`src/rtl/ramb4_s2_arbiter_if.sv`:
```
`default_nettype none
// ============================================================================
//  Module      : ramb4_s2_arbiter_if
//  Description : Bundle of the two-port request/grant bus, the clear-sweep
//                control and the single-port RAM (2048 x 2-bit) connection.
//  Revision    : 1.0  initial release
// ============================================================================
interface ramb4_s2_arbiter_if;
  // requester A
  logic        req_a;
  logic [10:0] addr_a;
  logic        we_a;
  logic [1:0]  di_a;
  // requester B
  logic        req_b;
  logic [10:0] addr_b;
  logic        we_b;
  logic [1:0]  di_b;
  // responses
  logic        gnt_a;
  logic        gnt_b;
  logic        ack_a;
  logic        ack_b;
  logic [1:0]  rdata;
  // clear sweep
  logic        clr_start;
  logic        clr_busy;
  logic        clr_done;
  // RAM side
  logic        ram_en;
  logic        ram_we;
  logic [10:0] ram_addr;
  logic [1:0]  ram_di;
  logic        ram_rst;
  logic [1:0]  ram_do;

  // Arbiter side of the bundle
  modport slave (
    input  req_a, addr_a, we_a, di_a,
    input  req_b, addr_b, we_b, di_b,
    input  clr_start, ram_do,
    output gnt_a, gnt_b, ack_a, ack_b, rdata,
    output clr_busy, clr_done,
    output ram_en, ram_we, ram_addr, ram_di, ram_rst
  );

  // Environment side: requesters, clear controller and the RAM itself
  modport master (
    output req_a, addr_a, we_a, di_a,
    output req_b, addr_b, we_b, di_b,
    output clr_start, ram_do,
    input  gnt_a, gnt_b, ack_a, ack_b, rdata,
    input  clr_busy, clr_done,
    input  ram_en, ram_we, ram_addr, ram_di, ram_rst
  );
endinterface
`default_nettype wire

```
`src/rtl/ramb4_s2_arbiter.sv`:
```
`default_nettype none
// ============================================================================
//  Module      : ramb4_s2_arbiter
//  Description : Round-robin two-port arbiter in front of a single-port
//                2048 x 2-bit RAM, with a full-memory clear sweep that takes
//                priority over requests whenever the arbiter is idle.
//  Revision    : 1.0  initial release
// ============================================================================
module ramb4_s2_arbiter #(
  parameter logic [1:0] CLR_VALUE = 2'b00
) (
  input  logic              clk,
  input  logic              rst_n,
  ramb4_s2_arbiter_if.slave bus
);

  localparam logic [1:0]  S_IDLE      = 2'd0;
  localparam logic [1:0]  S_ACCESS    = 2'd1;
  localparam logic [1:0]  S_RESP      = 2'd2;
  localparam logic [1:0]  S_CLEAR     = 2'd3;
  localparam logic [10:0] C_LAST_ADDR = 11'h7FF;

  logic [1:0]  state_q, state_d;
  logic        ptr_q, ptr_d;          // 0 = A has priority, 1 = B
  logic        pend_q, pend_d;        // clear requested, not yet started
  logic        win_q, win_d;          // side granted for the access in flight
  logic [10:0] cnt_q, cnt_d;          // clear sweep address
  logic        gnt_a_q, gnt_a_d;
  logic        gnt_b_q, gnt_b_d;
  logic        ack_a_q, ack_a_d;
  logic        ack_b_q, ack_b_d;
  logic [1:0]  rdata_q, rdata_d;
  logic        busy_q, busy_d;
  logic        done_q, done_d;
  logic        ram_en_q, ram_en_d;
  logic        ram_we_q, ram_we_d;
  logic [10:0] ram_addr_q, ram_addr_d;
  logic [1:0]  ram_di_q, ram_di_d;

  logic        w_clr_req;
  logic        w_any_req;
  logic        w_win;
  logic        w_last;

  // A pulse arriving on the same edge the arbiter is idle counts as pending.
  assign w_clr_req = pend_q | bus.clr_start;
  assign w_any_req = bus.req_a | bus.req_b;
  assign w_win     = (bus.req_a & bus.req_b) ? ptr_q : bus.req_b;
  assign w_last    = (cnt_q == C_LAST_ADDR);

  // State register
  always_ff @(posedge clk or negedge rst_n) begin
    if (!rst_n) begin
      state_q <= S_IDLE;
    end else begin
      state_q <= state_d;
    end
  end

  // Next-state decision: clear beats requests, accesses run to completion
  always_comb begin
    state_d = state_q;
    case (state_q)
      S_IDLE: begin
        if (w_clr_req) begin
          state_d = S_CLEAR;
        end else if (w_any_req) begin
          state_d = S_ACCESS;
        end
      end
      S_ACCESS: state_d = S_RESP;
      S_RESP:   state_d = S_IDLE;
      S_CLEAR: begin
        if (w_last) begin
          state_d = S_IDLE;
        end
      end
      default:  state_d = S_IDLE;
    endcase
  end

  // Next values of the registered outputs and bookkeeping registers
  always_comb begin
    ptr_d      = ptr_q;
    win_d      = win_q;
    cnt_d      = cnt_q;
    gnt_a_d    = 1'b0;
    gnt_b_d    = 1'b0;
    ack_a_d    = 1'b0;
    ack_b_d    = 1'b0;
    rdata_d    = rdata_q;
    busy_d     = 1'b0;
    done_d     = 1'b0;
    ram_en_d   = 1'b0;
    ram_we_d   = 1'b0;
    ram_addr_d = ram_addr_q;
    ram_di_d   = ram_di_q;
    // pulses seen while sweeping are dropped; otherwise they are remembered
    pend_d     = pend_q | (bus.clr_start & (state_q != S_CLEAR));
    case (state_q)
      S_IDLE: begin
        if (w_clr_req) begin
          pend_d     = 1'b0;
          cnt_d      = 11'd0;
          busy_d     = 1'b1;
          ram_en_d   = 1'b1;
          ram_we_d   = 1'b1;
          ram_addr_d = 11'd0;
          ram_di_d   = CLR_VALUE;
        end else if (w_any_req) begin
          win_d      = w_win;
          ptr_d      = ~w_win;
          gnt_a_d    = ~w_win;
          gnt_b_d    = w_win;
          ram_en_d   = 1'b1;
          ram_we_d   = w_win ? bus.we_b   : bus.we_a;
          ram_addr_d = w_win ? bus.addr_b : bus.addr_a;
          ram_di_d   = w_win ? bus.di_b   : bus.di_a;
        end
      end
      S_RESP: begin
        rdata_d = bus.ram_do;
        ack_a_d = ~win_q;
        ack_b_d = win_q;
      end
      S_CLEAR: begin
        if (w_last) begin
          cnt_d  = 11'd0;
          done_d = 1'b1;
        end else begin
          cnt_d      = cnt_q + 11'd1;
          busy_d     = 1'b1;
          ram_en_d   = 1'b1;
          ram_we_d   = 1'b1;
          ram_addr_d = cnt_q + 11'd1;
          ram_di_d   = CLR_VALUE;
        end
      end
      default: begin
      end
    endcase
  end

  // Output and bookkeeping registers
  always_ff @(posedge clk or negedge rst_n) begin
    if (!rst_n) begin
      ptr_q      <= 1'b0;
      pend_q     <= 1'b0;
      win_q      <= 1'b0;
      cnt_q      <= 11'd0;
      gnt_a_q    <= 1'b0;
      gnt_b_q    <= 1'b0;
      ack_a_q    <= 1'b0;
      ack_b_q    <= 1'b0;
      rdata_q    <= 2'b00;
      busy_q     <= 1'b0;
      done_q     <= 1'b0;
      ram_en_q   <= 1'b0;
      ram_we_q   <= 1'b0;
      ram_addr_q <= 11'd0;
      ram_di_q   <= 2'b00;
    end else begin
      ptr_q      <= ptr_d;
      pend_q     <= pend_d;
      win_q      <= win_d;
      cnt_q      <= cnt_d;
      gnt_a_q    <= gnt_a_d;
      gnt_b_q    <= gnt_b_d;
      ack_a_q    <= ack_a_d;
      ack_b_q    <= ack_b_d;
      rdata_q    <= rdata_d;
      busy_q     <= busy_d;
      done_q     <= done_d;
      ram_en_q   <= ram_en_d;
      ram_we_q   <= ram_we_d;
      ram_addr_q <= ram_addr_d;
      ram_di_q   <= ram_di_d;
    end
  end

  assign bus.gnt_a    = gnt_a_q;
  assign bus.gnt_b    = gnt_b_q;
  assign bus.ack_a    = ack_a_q;
  assign bus.ack_b    = ack_b_q;
  assign bus.rdata    = rdata_q;
  assign bus.clr_busy = busy_q;
  assign bus.clr_done = done_q;
  assign bus.ram_en   = ram_en_q;
  assign bus.ram_we   = ram_we_q;
  assign bus.ram_addr = ram_addr_q;
  assign bus.ram_di   = ram_di_q;
  assign bus.ram_rst  = 1'b0;

endmodule
`default_nettype wire
```
`src/flat_wrapper.sv`:
```
// flat-port wrapper written by rule: the top's interface ports become plain ports
module ramb4_s2_arbiter_flat 
#(
  parameter logic [1:0] CLR_VALUE = 2'b00
)
  (clk, rst_n, bus_req_a, bus_addr_a, bus_we_a, bus_di_a, bus_req_b, bus_addr_b, bus_we_b, bus_di_b, bus_clr_start, bus_ram_do, bus_gnt_a, bus_gnt_b, bus_ack_a, bus_ack_b, bus_rdata, bus_clr_busy, bus_clr_done, bus_ram_en, bus_ram_we, bus_ram_addr, bus_ram_di, bus_ram_rst);
  ramb4_s2_arbiter_if bus_i ();
  input  logic clk;
  input  logic rst_n;
  input wire logic [$bits(bus_i.req_a)-1:0] bus_req_a;
  input wire logic [$bits(bus_i.addr_a)-1:0] bus_addr_a;
  input wire logic [$bits(bus_i.we_a)-1:0] bus_we_a;
  input wire logic [$bits(bus_i.di_a)-1:0] bus_di_a;
  input wire logic [$bits(bus_i.req_b)-1:0] bus_req_b;
  input wire logic [$bits(bus_i.addr_b)-1:0] bus_addr_b;
  input wire logic [$bits(bus_i.we_b)-1:0] bus_we_b;
  input wire logic [$bits(bus_i.di_b)-1:0] bus_di_b;
  input wire logic [$bits(bus_i.clr_start)-1:0] bus_clr_start;
  input wire logic [$bits(bus_i.ram_do)-1:0] bus_ram_do;
  output wire logic [$bits(bus_i.gnt_a)-1:0] bus_gnt_a;
  output wire logic [$bits(bus_i.gnt_b)-1:0] bus_gnt_b;
  output wire logic [$bits(bus_i.ack_a)-1:0] bus_ack_a;
  output wire logic [$bits(bus_i.ack_b)-1:0] bus_ack_b;
  output wire logic [$bits(bus_i.rdata)-1:0] bus_rdata;
  output wire logic [$bits(bus_i.clr_busy)-1:0] bus_clr_busy;
  output wire logic [$bits(bus_i.clr_done)-1:0] bus_clr_done;
  output wire logic [$bits(bus_i.ram_en)-1:0] bus_ram_en;
  output wire logic [$bits(bus_i.ram_we)-1:0] bus_ram_we;
  output wire logic [$bits(bus_i.ram_addr)-1:0] bus_ram_addr;
  output wire logic [$bits(bus_i.ram_di)-1:0] bus_ram_di;
  output wire logic [$bits(bus_i.ram_rst)-1:0] bus_ram_rst;
  assign bus_i.req_a = bus_req_a;
  assign bus_i.addr_a = bus_addr_a;
  assign bus_i.we_a = bus_we_a;
  assign bus_i.di_a = bus_di_a;
  assign bus_i.req_b = bus_req_b;
  assign bus_i.addr_b = bus_addr_b;
  assign bus_i.we_b = bus_we_b;
  assign bus_i.di_b = bus_di_b;
  assign bus_i.clr_start = bus_clr_start;
  assign bus_i.ram_do = bus_ram_do;
  assign bus_gnt_a = bus_i.gnt_a;
  assign bus_gnt_b = bus_i.gnt_b;
  assign bus_ack_a = bus_i.ack_a;
  assign bus_ack_b = bus_i.ack_b;
  assign bus_rdata = bus_i.rdata;
  assign bus_clr_busy = bus_i.clr_busy;
  assign bus_clr_done = bus_i.clr_done;
  assign bus_ram_en = bus_i.ram_en;
  assign bus_ram_we = bus_i.ram_we;
  assign bus_ram_addr = bus_i.ram_addr;
  assign bus_ram_di = bus_i.ram_di;
  assign bus_ram_rst = bus_i.ram_rst;
  ramb4_s2_arbiter #(.CLR_VALUE(CLR_VALUE)) u_core (.clk(clk), .rst_n(rst_n), .bus(bus_i));
endmodule
```
`config.mk`:
```
export PLATFORM = sky130hd
export DESIGN_NAME = ramb4_s2_arbiter_flat
export DESIGN_NICKNAME = d
export VERILOG_FILES = /design/src/rtl/ramb4_s2_arbiter_if.sv /design/src/rtl/ramb4_s2_arbiter.sv /design/src/flat_wrapper.sv
export SDC_FILE = /design/constraint.sdc
export NUM_CORES = 1
export LEC_CHECK = 0
export CAP_MARGIN = 20
export CORE_ASPECT_RATIO = 1.4
export CORE_MARGIN = 2
export CORE_UTILIZATION = 48
export CTS_CLUSTER_SIZE = 40
export DETAILED_ROUTE_END_ITERATION = 8
export GPL_TIMING_DRIVEN = 1
export PLACE_DENSITY = 0.9
export SYNTH_ARGS = -nofsm -noshare
export SYNTH_HDL_FRONTEND = slang
export SYNTH_SLANG_ARGS = --single-unit
```
`constraint.sdc`:
```
create_clock -name clk -period 2.4 [get_ports clk]
set_input_delay 0.6 -clock clk [delete_from_list [all_inputs] [get_ports clk]]
set_output_delay 0.6 -clock clk [all_outputs]
set_load 0.005 [all_outputs]
```
# --- Word-level counts from Yosys, hierarchy flattened ---
# Cells that the tools add are included.
word_totals:
  ram_bits: 0
  out_inout_bits: 24
  latchBits: 0
  n_memories: 0
  word_cells: 80
  rom_bits: 0
  in_bits: 35
  regBits: 39
op_classes:
  n_eq_ne: 9
  magnitude_cmp: 0
  n_reduce_logical: 6
  n_shift: 0
  div: 0
  addsub: 1
  multipliers: 0
  bitwise: 8
  muxes: 40
op_table:
  columns: ["op", "count"]
  rows:
  - ["$mux 11", 6]
  - ["$pmux 11 s2", 2]
  - ["$mux 1", 20]
  - ["$mux 2", 7]
  - ["$add 11x1->11 const B", 1]
  - ["$eq 11x11->1 const B", 1]
  - ["$pmux 2 s4", 1]
  - ["$pmux 1 s2", 3]
  - ["$reduce_and 3->1", 2]
  - ["$eq 2x2->1 const B", 2]
  - ["$ne 2x1->1 const B", 2]
  - ["$ne 2x2->1 const B", 2]
  - ["$pmux 2 s2", 1]
  - ["$reduce_and 2->1", 2]
  - ["$ne 3x1->1 const B", 1]
  - ["$not 1->1", 3]
  - ["$or 1x1->1", 3]
  - ["$and 1x1->1", 2]
  - ["$eq 2x1->1 const B", 1]
  - ["$logic_not 2->1", 1]
  - ["$reduce_bool 2->1", 1]

# --- Logic depth before layout (Yosys ltp) ---
depth:
  ltp_word: 6
  ltp_mapped: 8
  mapped_depth_nobuf: 6

# --- Worst setup path before layout ---
# OpenSTA, ideal clock, no wires.
synth_timing:
  kind: "register to register"
  from: "register u_core.state_q[1]"
  to: "register u_core.cnt_q[0]"
  path_buffers: 1
  t_required_ns: 2.275
  path_stages_with_launch: 8
  setup_ns: 0.125
  t_arrival_ns: 1.790
  setup_slack_ns: 0.485
  period_less_slack_ns: 1.915
  path_cell_list: "dfrtp_1 inv_1 ha_1 nor3b_2 or2_2 buf_1 nor2_1 mux2_2"
synth_between:
  elab_chain_len: 3
  word_cells_on_any_way: 6
  classes_between: "eq/ne (2); mux (1); reduce/logical (3)"
synth_rtl:
  columns: ["item", "line", "text"]
  rows:
  - ["start: declaration", "ramb4_s2_arbiter.sv:23", "logic [1:0] state_q, state_d;"]
  - ["start signal: assignment", "ramb4_s2_arbiter.sv:56", "state_q <= state_d;"]
  - ["$logic_not 2->1 / $eq 2x2->1 (equally long branches)", "ramb4_s2_arbiter.sv:100", "case (state_q)"]
  - ["$ne 2x1->1 (no line) / $reduce_bool 2->1 (equally long branches)", null, null]
  - ["$reduce_and 2->1 (no line)", null, null]
  - ["end signal: assignment", "ramb4_s2_arbiter.sv:166", "cnt_q <= cnt_d;"]
  - ["end: declaration", "ramb4_s2_arbiter.sv:27", "logic [10:0] cnt_q, cnt_d;"]
# Parallel ways exist; a longest one is shown, timed or not.
# A chain may end at the register's enable or synchronous reset.

# --- Worst setup path after layout ---
layout_timing:
  from: "register u_core.cnt_q[0]"
  to: "register u_core.ram_di_q[1], in the netlist u_core.bus.ram_di[1]"
layout_between:
  elab_chain_len: 3
layout_rtl:
  columns: ["item", "line", "text"]
  rows:
  - ["$eq 11x11->1", "ramb4_s2_arbiter.sv:49", "assign w_last = (cnt_q == C_LAST_ADDR);"]
  - ["$ne 2x2->1 (no line)", null, null]
  - ["$reduce_and 3->1 (no line)", null, null]
  - ["end signal: assignment", "ramb4_s2_arbiter.sv:177", "ram_di_q <= ram_di_d;"]
  - ["end: declaration", "ramb4_s2_arbiter.sv:38", "logic [1:0] ram_di_q, ram_di_d;"]
# No other way between the ends.

==> metrics.yaml <==
status:
  status: "finished clean"
timing:
  fmax_mhz: 455.8
  fin_skew_ns: 0.004286
  finalWorstSetupSlack_ns: 0.2061
  period_share: 0.9141
  slew_violations: 0
  maxSlewHeadroom: 0.4177
  worst_slew_pin_slew_ns: 0.8734
  grt_setup_unrepaired: "no"
  setup_tns_ns: 0
  whs_ns: 0.4226
  post-route-min-period_ns: 2.194
  setup_viol: 0
  finalHoldViolCount: 0
synthesis:
  ys_ff_latch: 39
  syn-num-nets: 282
  synth.top_cell.area_share: 0.4429
  synthTopCellsByCount: "dfrtp_1, o21ai_0, a21oi_1"
  async_flop_share: 1.000
  avgSynthCellArea_um2: 9.105
  synthesis.area_um2: 2203
  synth_ff_type: "dfrtp_1"
  synthMostInstantiatedCell: "dfrtp_1"
  synth_area_leader_cell: "dfrtp_1"
  synth_edf_count: 0
  ys_warn_count: 0
  ys_top_cells_by_area: "dfrtp_1, o21ai_0, a21oi_1"
  synthCells: 242
  ys_types: 43
  yosysSeqAreaShare: 0.4429
floorplanning:
  pin_count: 59
  dieHeight_um: 84.17
  die_w_um: 61.26
  initial_utilization: 0.4937
  dieArea_um2: 5156
  core_area_um2: 4463
  num_rows: 29
routing:
  wire_per_inst_um: 16.29
  drcViolationCount: 0
  vias_per_cell: 5.763
  drt-total-wl_mm: 5.912
  drt_iter0_markers: 95
  vias: 2092
  detail_route.first_pass.iterations: 4
  ant_nets: 0
worst_setup_path:
  ff2ff_setup_slack_ns: 0.21
  critical_path.max_fanout: 13
  worstReg2RegEnd: "u_core.bus.ram_di[1]"
  critPathLaunchType: "register"
  required_ns: 2.63
  critPathKind: "register to register"
  cp.arrival_ns: 2.42
  reg2reg_depth: 6
  cp-end-kind: "register"
  reg2reg_from: "u_core.cnt_q[0]"
  setup.worst_path.start: "u_core.cnt_q[0]"
  cp-endpoint: "u_core.bus.ram_di[1]"
cells_and_area:
  stdcell_area_um2: 2948
  diodes: 0
  drive_gt1_frac: 0.1130
  fin_nets: 341
  area_growth_pct: 33.79
clock_tree:
  cts_tree: "done"
  clockBufferDepth: 2
  clkSinkCount: 39
  post_cts_buffers: 0
  hold_buffers: 0
  clk_pin_slew_ns: 0.07
  root_buffer: "clkbuf_8"
  cts_resized: 0
  worstSkewPairLatency_ns: 0.29
  cts_buffers: 5
  htreeDepth: 2
pwr:
  total_power_mw: 3.002
  peakVddDrop_mv: 0.7184
  p_per_area_nw_per_um2: 1018
  p_leak_nw: 1.245
placement:
  place.gp.congestion: 0.8804
  port-buffer-count: 57
  dp_slack_ns: 0.2120
  dp_hpwl_mm: 4.366
  dpl_cell_area_um2: 2860
grt:
  grt_pass1_vias: 1971
  antenna_found_initial: 0
  grt_pass1_wl_mm: 9.156
  overflow: 0
  grt_max_degree: 40
  grtUsageTotal: 0.2339
flow_run:
  drv_cap: 0
hold_path:
  hp-class: "input pin to async pin"
[where the power goes]
group          total, mW  switching, mW  internal, mW
registers           1.01          0.139         0.876
clock network      0.451          0.225         0.226
logic               1.54          0.772         0.764
[routing by layer]
metal  part of all wire  global-route usage  vias to the layer above  wire, um
met5                  0                   0                        -         0
met4              0.017             0.06719                        0       103
met3              0.051             0.04314                       11       301
met2               0.53              0.4014                       79      3161
met1               0.40              0.2903                      999      2346
li1                   -                   -                     1003         -
[placed cells by master, fill, tap and decap left out, drive strengths merged, types with 2 or more instances in the layout]
master / n
o21ai: 27
buf: 14
and3: 14
nor2: 10
a21boi: 14
dfrtp: 39
nor2b: 3
inv: 7
o41ai: 2
o31a: 2
a21o: 2
nand3: 4
and2: 3
o21a: 2
clkdlybuf4s50: 56
nand2: 16
nand4: 3
a31oi: 13
ha: 5
nand2b: 2
a31o: 3
a21oi: 22
clkbuf: 6
nor4: 5
o31ai: 2
mux2: 5
nor3: 7
[worst max-delay path: stages (launching register included)]
cell      delay [ns]
dfrtp_1         0.43
ha_1            0.23
nand3_1         0.21
or4_1           0.66
buf_4           0.23
a21boi_0        0.22
a31o_2          0.15
[stage by stage]
step,std cells,util
2_1_floorplan,242,-
3_3_place_gp,356,0.6409
3_5_place_dp,356,0.6409
4_1_cts,363,0.6605
5_1_grt,363,0.6605
6_report,363,0.6605
[sequential cells by signal, summed over array words and instances, names as in the netlist]
name / flops
u_core.bus.ram_addr: 11
u_core.cnt_q: 11
u_core.bus.ram_di: 2
u_core.bus.rdata: 2
u_core.state_q: 2
u_core.bus.ack_a: 1
u_core.bus.ack_b: 1
u_core.bus.clr_busy: 1
u_core.bus.clr_done: 1
u_core.bus.gnt_a: 1
u_core.bus.gnt_b: 1
u_core.bus.ram_en: 1
u_core.bus.ram_we: 1
u_core.pend_q: 1
u_core.ptr_q: 1
u_core.win_q: 1
[area by class of cell]
| cell class | instances | area (um^2) |
|---|---|---|
| clock buffers | 6 | 82.58 |
| multi-input cells | 178 | 1117 |
| repair buffers | 70 | 663.1 |
| flip-flops and latches | 39 | 975.9 |
| inverters | 7 | 26.28 |
| clock inverters | 1 | 5.005 |
| fillers | 357 | 1515 |
| well taps | 62 | 77.57 |
[how the worst min path moves through the flow]
stage	cells after the start	end
2_1_floorplan	0	u_core.bus.ack_a
3_3_place_gp	1	u_core.bus.ack_a
3_5_place_dp	1	u_core.bus.ack_a
4_1_cts	1	u_core.bus.ram_en
5_1_grt	1	u_core.cnt_q[10]
6_report	1	u_core.bus.ram_en
[cells by family (layout without fill, tap and decap cells)]
family	Yosys count	in the layout	synth area share
multiplexers	5	5	0.02555
adder cells (fa/ha/maj)	5	5	0.02839
flip-flops	39	39	0.4429
other	1	1	0.001702
XOR/XNOR	1	1	0.003976
AO/OA/AOI/OAI	95	95	0.2703
AND/OR/NAND/NOR	71	71	0.1772
buffers and inverters	25	84	0.04998
Power figures use the tool's default switching activity.
